==> src/rtl/serial_frame_tx.sv <==
// rtl/serial_frame_tx.sv - serial frame transmitter: sync header, MSB-first payload, zero guard gap
//
// Purpose:
//   Accepts a parallel payload word over a valid/ready handshake and shifts
//   it out one bit per clock. Each frame is a fixed sync header, then the
//   payload MSB-first, then GAP_CYCLES guard bits of zero. Typical use is
//   driving the serial input of a sequence detector (e.g. an 11011 detector).
//
// Parameters:
//   DATA_W      payload width, >= 1
//   SYNC_W      sync header width, 1..16
//   SYNC_PAT    sync header value, sent MSB-first
//   GAP_CYCLES  zero guard cycles after the payload, 0..15 (0 skips GAP)
//
// Ports:
//   clk          rising-edge clock
//   rst          asynchronous reset, active-low
//   load_valid   payload offered
//   load_ready   transmitter can accept (IDLE and out of reset)
//   load_data    payload, captured on the handshake edge
//   out          serial bit (registered)
//   out_valid    high while sync or payload bits are on out
//   sync_active  high while sync header bits are on out
//   busy         high in SYNC, DATA and GAP
//   done         one-cycle pulse in the first IDLE cycle after a frame

module serial_frame_tx #(
  parameter int                DATA_W     = 8,
  parameter int                SYNC_W     = 5,
  parameter logic [SYNC_W-1:0] SYNC_PAT   = 5'b11011,
  parameter int                GAP_CYCLES = 2
) (
  input  logic              clk,
  input  logic              rst,
  input  logic              load_valid,
  output logic              load_ready,
  input  logic [DATA_W-1:0] load_data,
  output logic              out,
  output logic              out_valid,
  output logic              sync_active,
  output logic              busy,
  output logic              done
);

  // Elaboration-time parameter range checks.
  generate
    if (DATA_W < 1) begin : g_chk_data_w
      $error("serial_frame_tx: DATA_W must be >= 1");
    end
    if ((SYNC_W < 1) || (SYNC_W > 16)) begin : g_chk_sync_w
      $error("serial_frame_tx: SYNC_W must be in 1..16");
    end
    if ((GAP_CYCLES < 0) || (GAP_CYCLES > 15)) begin : g_chk_gap
      $error("serial_frame_tx: GAP_CYCLES must be in 0..15");
    end
  endgenerate

  // The counter holds "cycles remaining in this state after the current
  // one", so it only ever needs to reach max(SYNC_W, DATA_W, GAP_CYCLES)-1.
  localparam int MAX_SD  = (SYNC_W > DATA_W) ? SYNC_W : DATA_W;
  localparam int MAX_LEN = (MAX_SD > GAP_CYCLES) ? MAX_SD : GAP_CYCLES;
  localparam int CNT_W   = $clog2(MAX_LEN + 1);

  localparam logic [CNT_W-1:0] SYNC_LAST = CNT_W'(SYNC_W - 1);
  localparam logic [CNT_W-1:0] DATA_LAST = CNT_W'(DATA_W - 1);
  localparam logic [CNT_W-1:0] GAP_LAST  = CNT_W'((GAP_CYCLES > 0) ? GAP_CYCLES - 1 : 0);

  typedef enum logic [1:0] {
    S_IDLE = 2'd0,
    S_SYNC = 2'd1,
    S_DATA = 2'd2,
    S_GAP  = 2'd3
  } state_t;

  state_t              state_q, state_d;
  logic [CNT_W-1:0]    cnt_q, cnt_d;
  logic [DATA_W-1:0]   data_sh_q, data_sh_d;
  logic [SYNC_W-1:0]   sync_sh_q, sync_sh_d;
  logic                out_d, out_valid_d, sync_active_d, busy_d, done_d;
  logic                handshake;

  assign load_ready = (state_q == S_IDLE) && rst;
  assign handshake  = load_valid && load_ready;

  // State and registered outputs. Outputs are computed one cycle ahead so
  // the bit on 'out' always lines up with the state that produced it.
  always_ff @(posedge clk or negedge rst) begin
    if (!rst) begin
      state_q     <= S_IDLE;
      cnt_q       <= '0;
      data_sh_q   <= '0;
      sync_sh_q   <= '0;
      out         <= 1'b0;
      out_valid   <= 1'b0;
      sync_active <= 1'b0;
      busy        <= 1'b0;
      done        <= 1'b0;
    end else begin
      state_q     <= state_d;
      cnt_q       <= cnt_d;
      data_sh_q   <= data_sh_d;
      sync_sh_q   <= sync_sh_d;
      out         <= out_d;
      out_valid   <= out_valid_d;
      sync_active <= sync_active_d;
      busy        <= busy_d;
      done        <= done_d;
    end
  end

  always_comb begin
    state_d       = state_q;
    cnt_d         = cnt_q;
    data_sh_d     = data_sh_q;
    sync_sh_d     = sync_sh_q;
    out_d         = 1'b0;
    out_valid_d   = 1'b0;
    sync_active_d = 1'b0;
    busy_d        = 1'b0;
    done_d        = 1'b0;

    case (state_q)
      S_IDLE: begin
        if (handshake) begin
          // First sync bit goes out straight from the parameter; the shift
          // register holds the remaining header bits.
          state_d       = S_SYNC;
          cnt_d         = SYNC_LAST;
          sync_sh_d     = SYNC_PAT << 1;
          data_sh_d     = load_data;
          out_d         = SYNC_PAT[SYNC_W-1];
          out_valid_d   = 1'b1;
          sync_active_d = 1'b1;
          busy_d        = 1'b1;
        end
      end

      S_SYNC: begin
        busy_d      = 1'b1;
        out_valid_d = 1'b1;
        if (cnt_q == '0) begin
          state_d   = S_DATA;
          cnt_d     = DATA_LAST;
          out_d     = data_sh_q[DATA_W-1];
          data_sh_d = data_sh_q << 1;
        end else begin
          cnt_d         = cnt_q - 1'b1;
          out_d         = sync_sh_q[SYNC_W-1];
          sync_sh_d     = sync_sh_q << 1;
          sync_active_d = 1'b1;
        end
      end

      S_DATA: begin
        if (cnt_q == '0) begin
          if (GAP_CYCLES > 0) begin
            state_d = S_GAP;
            cnt_d   = GAP_LAST;
            busy_d  = 1'b1;
          end else begin
            state_d = S_IDLE;
            cnt_d   = '0;
            done_d  = 1'b1;
          end
        end else begin
          cnt_d       = cnt_q - 1'b1;
          out_d       = data_sh_q[DATA_W-1];
          data_sh_d   = data_sh_q << 1;
          out_valid_d = 1'b1;
          busy_d      = 1'b1;
        end
      end

      S_GAP: begin
        if (cnt_q == '0) begin
          state_d = S_IDLE;
          cnt_d   = '0;
          done_d  = 1'b1;
        end else begin
          cnt_d  = cnt_q - 1'b1;
          busy_d = 1'b1;
        end
      end

      default: begin
        state_d = S_IDLE;
        cnt_d   = '0;
      end
    endcase
  end

endmodule

==> config.mk <==
export PLATFORM = sky130hd
export DESIGN_NAME = serial_frame_tx
export DESIGN_NICKNAME = d
export VERILOG_FILES = /design/src/rtl/serial_frame_tx.sv
export SDC_FILE = /design/constraint.sdc
export NUM_CORES = 1
export LEC_CHECK = 0
export CAP_MARGIN = 5
export CORE_UTILIZATION = 30
export CTS_BUF_LIST = sky130_fd_sc_hd__clkbuf_8
export DETAILED_ROUTE_END_ITERATION = 16
export PLACE_DENSITY = 0.47
export SLEW_MARGIN = 40
export SYNTH_ARGS = -nofsm -noshare
export SYNTH_HDL_FRONTEND = slang
export SYNTH_SLANG_ARGS = --single-unit
==> constraint.sdc <==
create_clock -name clk -period 2 [get_ports clk]
set_input_delay 0.2 -clock clk [delete_from_list [all_inputs] [get_ports clk]]
set_output_delay 0.2 -clock clk [all_outputs]
set_load 0.03 [all_outputs]
==> flow_results.org <==
** CTS
- Hold repair after CTS inserted 0 buffers.
- Number of clock sinks seen by CTS :: 23
- Latest clock arrival within the worst-skew pair :: 0.26 ns
- Clock buffer depth :: 2
- TritonCTS clock tree :: yes
- Buffers inserted during clock tree synthesis total 3.
- Number of H-tree levels :: 1
- Root buffer selected by CTS :: sky130_fd_sc_hd__clkbuf_8
- Once the clock tree was built, the resizer swapped 0 gates to a different size.
- After clock tree synthesis, the clock-pin slew on the worst setup and hold paths is 0.09 ns.

** Die
- Measured along the x axis, the die boundary spans 66.0 um.
- The core region is 3800 um2.
- In this run the count of I/O pins placed on the die edge is 17.
- In this run the core area contains 22 standard-cell rows.
- Die outline height :: 66.0 um
- The floorplan step defined a die boundary enclosing 4350 um2.
- For this configuration, the core starts out at a cell density of 0.323.

** Yosys
- Summed instance area of the synthesized netlist :: 1230 um2
- sky130_fd_sc_hd__dfrtp_1 is the most common cell in the netlist.
- Synth warnings :: 0
- Counting flops with an async set or reset pin after synthesis yields a share of 1.00.
- In the synthesized netlist, the cells that appear most often are sky130_fd_sc_hd__dfrtp_1, sky130_fd_sc_hd__nor2_1, sky130_fd_sc_hd__o21ai_0, sky130_fd_sc_hd__a21oi_1, sky130_fd_sc_hd__mux2i_1.
- Post-Synthesis Cells :: 120
- In the synthesized netlist the dominant register cell turns out to be sky130_fd_sc_hd__dfrtp_1.
- By area the synthesized netlist is led by sky130_fd_sc_hd__dfrtp_1, sky130_fd_sc_hd__mux2i_1, sky130_fd_sc_hd__ha_1, sky130_fd_sc_hd__nor2_1, sky130_fd_sc_hd__o21ai_0.
- Yosys mapped the design onto 35 distinct sky130hd cell types.
- Cell taking the most area after synthesis :: sky130_fd_sc_hd__dfrtp_1
- A synthesized cell averages 10.2 um2.
- Of the post-synthesis cell area, the dominant cell type holds 0.469.
- Net Count, Synth :: 137
- Post-synth EDFFs :: 0
- The share of the Yosys chip area taken by registers is 0.469.
- Flip-flop and latch count after synthesis :: 23

** Cells and area
- Layout Utilization :: 0.406
- Fraction of final layout cells sized beyond drive strength 1 :: 0.152
- Number of nets in the final layout :: 163
- Once layout is complete, the cells apart from fillers number 193.
- The repair_antennas step left the layout with diodes totalling 0.
- Area overhead of the layout relative to synthesis :: 25.7%

** Setup path
- The worst setup path is of the flip-flop to flip-flop kind.
- On the worst path, the slowest cell contributes a delay of 0.55 ns.
- Critical Path End Type :: flip-flop
- At the worst endpoint, the arrival time is 2.05 ns.
- Among cell families on the critical path, the largest total delay comes from compound AO/OA/AOI/OAI gates.
- Together, buffers and inverters on the worst path number 1.
- STA puts the critical path data required time at 2.18 ns.
- Biggest fanout along the worst timing path :: 16
- Sequence of cells on the critical path :: o41a_1 > a2111oi_4 > buf_12 > nor2_1 > a21oi_1
- Type of element launching the critical path :: flip-flop
- Slowest cell on the critical path :: sky130_fd_sc_hd__o41a_1

** Global routing
- The via count of the first global-routing pass is 1,010.
- Global-route wire length before repair :: 4660 um
- Antenna violations before repair :: 0
- Across every metal layer, demand over resource in global routing totals 0.139.
- Remaining global-route overflow :: 0
- Largest net degree at the start of global routing :: 20

** Pwr
- Summed over all cells, the static leakage comes to 0.674 nW.
- The design draws 2.88 mW.
- Dividing total power by cell area gives a power density of 1870 nW/um2.
- Peak ir drop on the vdd network :: 0.576 mV

** Timing
- Timing would allow up to 535 MHz.
- Max Clock Skew :: 0.00785 ns
- The count of final hold-check violations came to 0.
- Sum Neg Setup Slack :: 0 ns
- The smallest clock period supported by the final layout is computed as 1.87 ns.
- Slew Limit Headroom :: 0.679
- Setup violations remaining at the end of the flow were counted as 0.
- Measured slew at the worst slew-check pin :: 0.482 ns
- Period utilisation layout :: 0.935
- In the post-route analysis, the smallest setup slack over all paths is 0.130 ns.
- Final number of max-transition violations :: 0
- Setup repair after global routing left no endpoint under its margin.

** Detailed routing
- For this run, design rule violations remaining after detail routing come to 0.
- DRT antenna net count :: 0
- DR WL/cell :: 13.4 um
- The first routing iteration left 62 violations.
- Drt via density :: 5.03
- Before antenna repair, the detailed router went through 4 iterations.
- Wirelength, routed :: 2590 um
- Count of vias placed by the detailed router :: 970

** Place
- Placed Instances :: 187
- Placed wire-length estimate after detailed placement :: 1960 um
- Setup WS pre-CTS :: 0.143 ns
- # port buffers :: 16
- Routability-driven placement finished with a final weighted congestion of 0.860.

** Flow run
- The tool flagged a number of max-cap violations equal to 0.

** Hold path
- Worst min path class :: input pin to asynchronous set/reset pin

** Outcome
- Result of the run :: complete, no violations
cell families after synthesis:
family	count (synthesis)	synth area share
AOI/OAI and AO/OA	36	0.196
and+or+nand+nor	36	0.153
DFF	23	0.469
muxes	10	0.0836
buffers and inverters	9	0.0377
adders and majority gates	6	0.0612
where the power goes:
part           total, mW  switching, mW  internal [mW]
sequential         0.838          0.153          0.685
clock              0.283          0.146          0.137
combinational       1.76          0.938          0.825
total               2.88           1.24           1.65
layer usage:
metal / routed length, um / track usage
met1: 1260 / 0.186
met5: 0 / 0
met4: 18 / 0.0319
met3: 104 / 0.0310
met2: 1210 / 0.227
state kept, by name (all words and copies together) (netlist names):
register / count
out: 1
busy: 1
sync_active: 1
sync_sh_q: 4
out_valid: 1
cnt_q: 4
data_sh_q: 8
state_q: 2
done: 1
area by class of cell:
cell class / count / area (um2)
Clock buffer: 3 / 41.3
Clock inverter: 1 / 3.75
Fill cell: 384 / 2260
Inverter: 5 / 18.8
Multi-Input combinational cell: 88 / 606
Sequential cell: 23 / 576
Tap cell: 48 / 60.1
Timing Repair Buffer: 25 / 238
repair_timing:
item,in CTS,in global routing
buffers inserted,0,2
hold endpoints to repair,0,0
endpoints found under the setup margin,0,4
metrics by stage:
step	instance area (um2)	hold slack [ns]
after global routing	1540	0.370
final	1540	0.337
after CTS	1530	0.356
after detailed placement	1480	0.506
after global placement	1480	0.491
after floorplan	1230	-0.0956
cells in the final DEF, fill, tap and decap left out, types with 2 or more instances in the layout:
cell	n
sky130_fd_sc_hd__mux2_2	2
sky130_fd_sc_hd__dfrtp_1	23
sky130_fd_sc_hd__clkdlybuf4s50_1	15
sky130_fd_sc_hd__nor2_1	17
sky130_fd_sc_hd__o21a_1	2
sky130_fd_sc_hd__buf_4	9
sky130_fd_sc_hd__clkbuf_8	3
sky130_fd_sc_hd__o21ai_0	11
sky130_fd_sc_hd__and2_1	2
sky130_fd_sc_hd__nand2_1	5
sky130_fd_sc_hd__nor3_1	3
sky130_fd_sc_hd__a21oi_1	10
sky130_fd_sc_hd__o22ai_1	3
sky130_fd_sc_hd__ha_1	6
sky130_fd_sc_hd__a21oi_2	2
sky130_fd_sc_hd__mux2i_1	8
sky130_fd_sc_hd__inv_1	6
worst paths after layout:
kind | from | slack (ns) | endpoint | depth (start not counted)
max | cnt_q[2] | 0.13 | data_sh_q[6] | 5
min | rst | 0.34 | sync_sh_q[3] | 2
max reg2reg | cnt_q[2] | 0.13 | data_sh_q[6] | 5
min reg2reg | data_sh_q[3] | 0.52 | data_sh_q[3] | 2
max in group asynchronous | rst | 1.27 | data_sh_q[0] | 3
min in group clk | data_sh_q[3] | 0.52 | data_sh_q[3] | 2
Power figures use the tool's default switching activity.
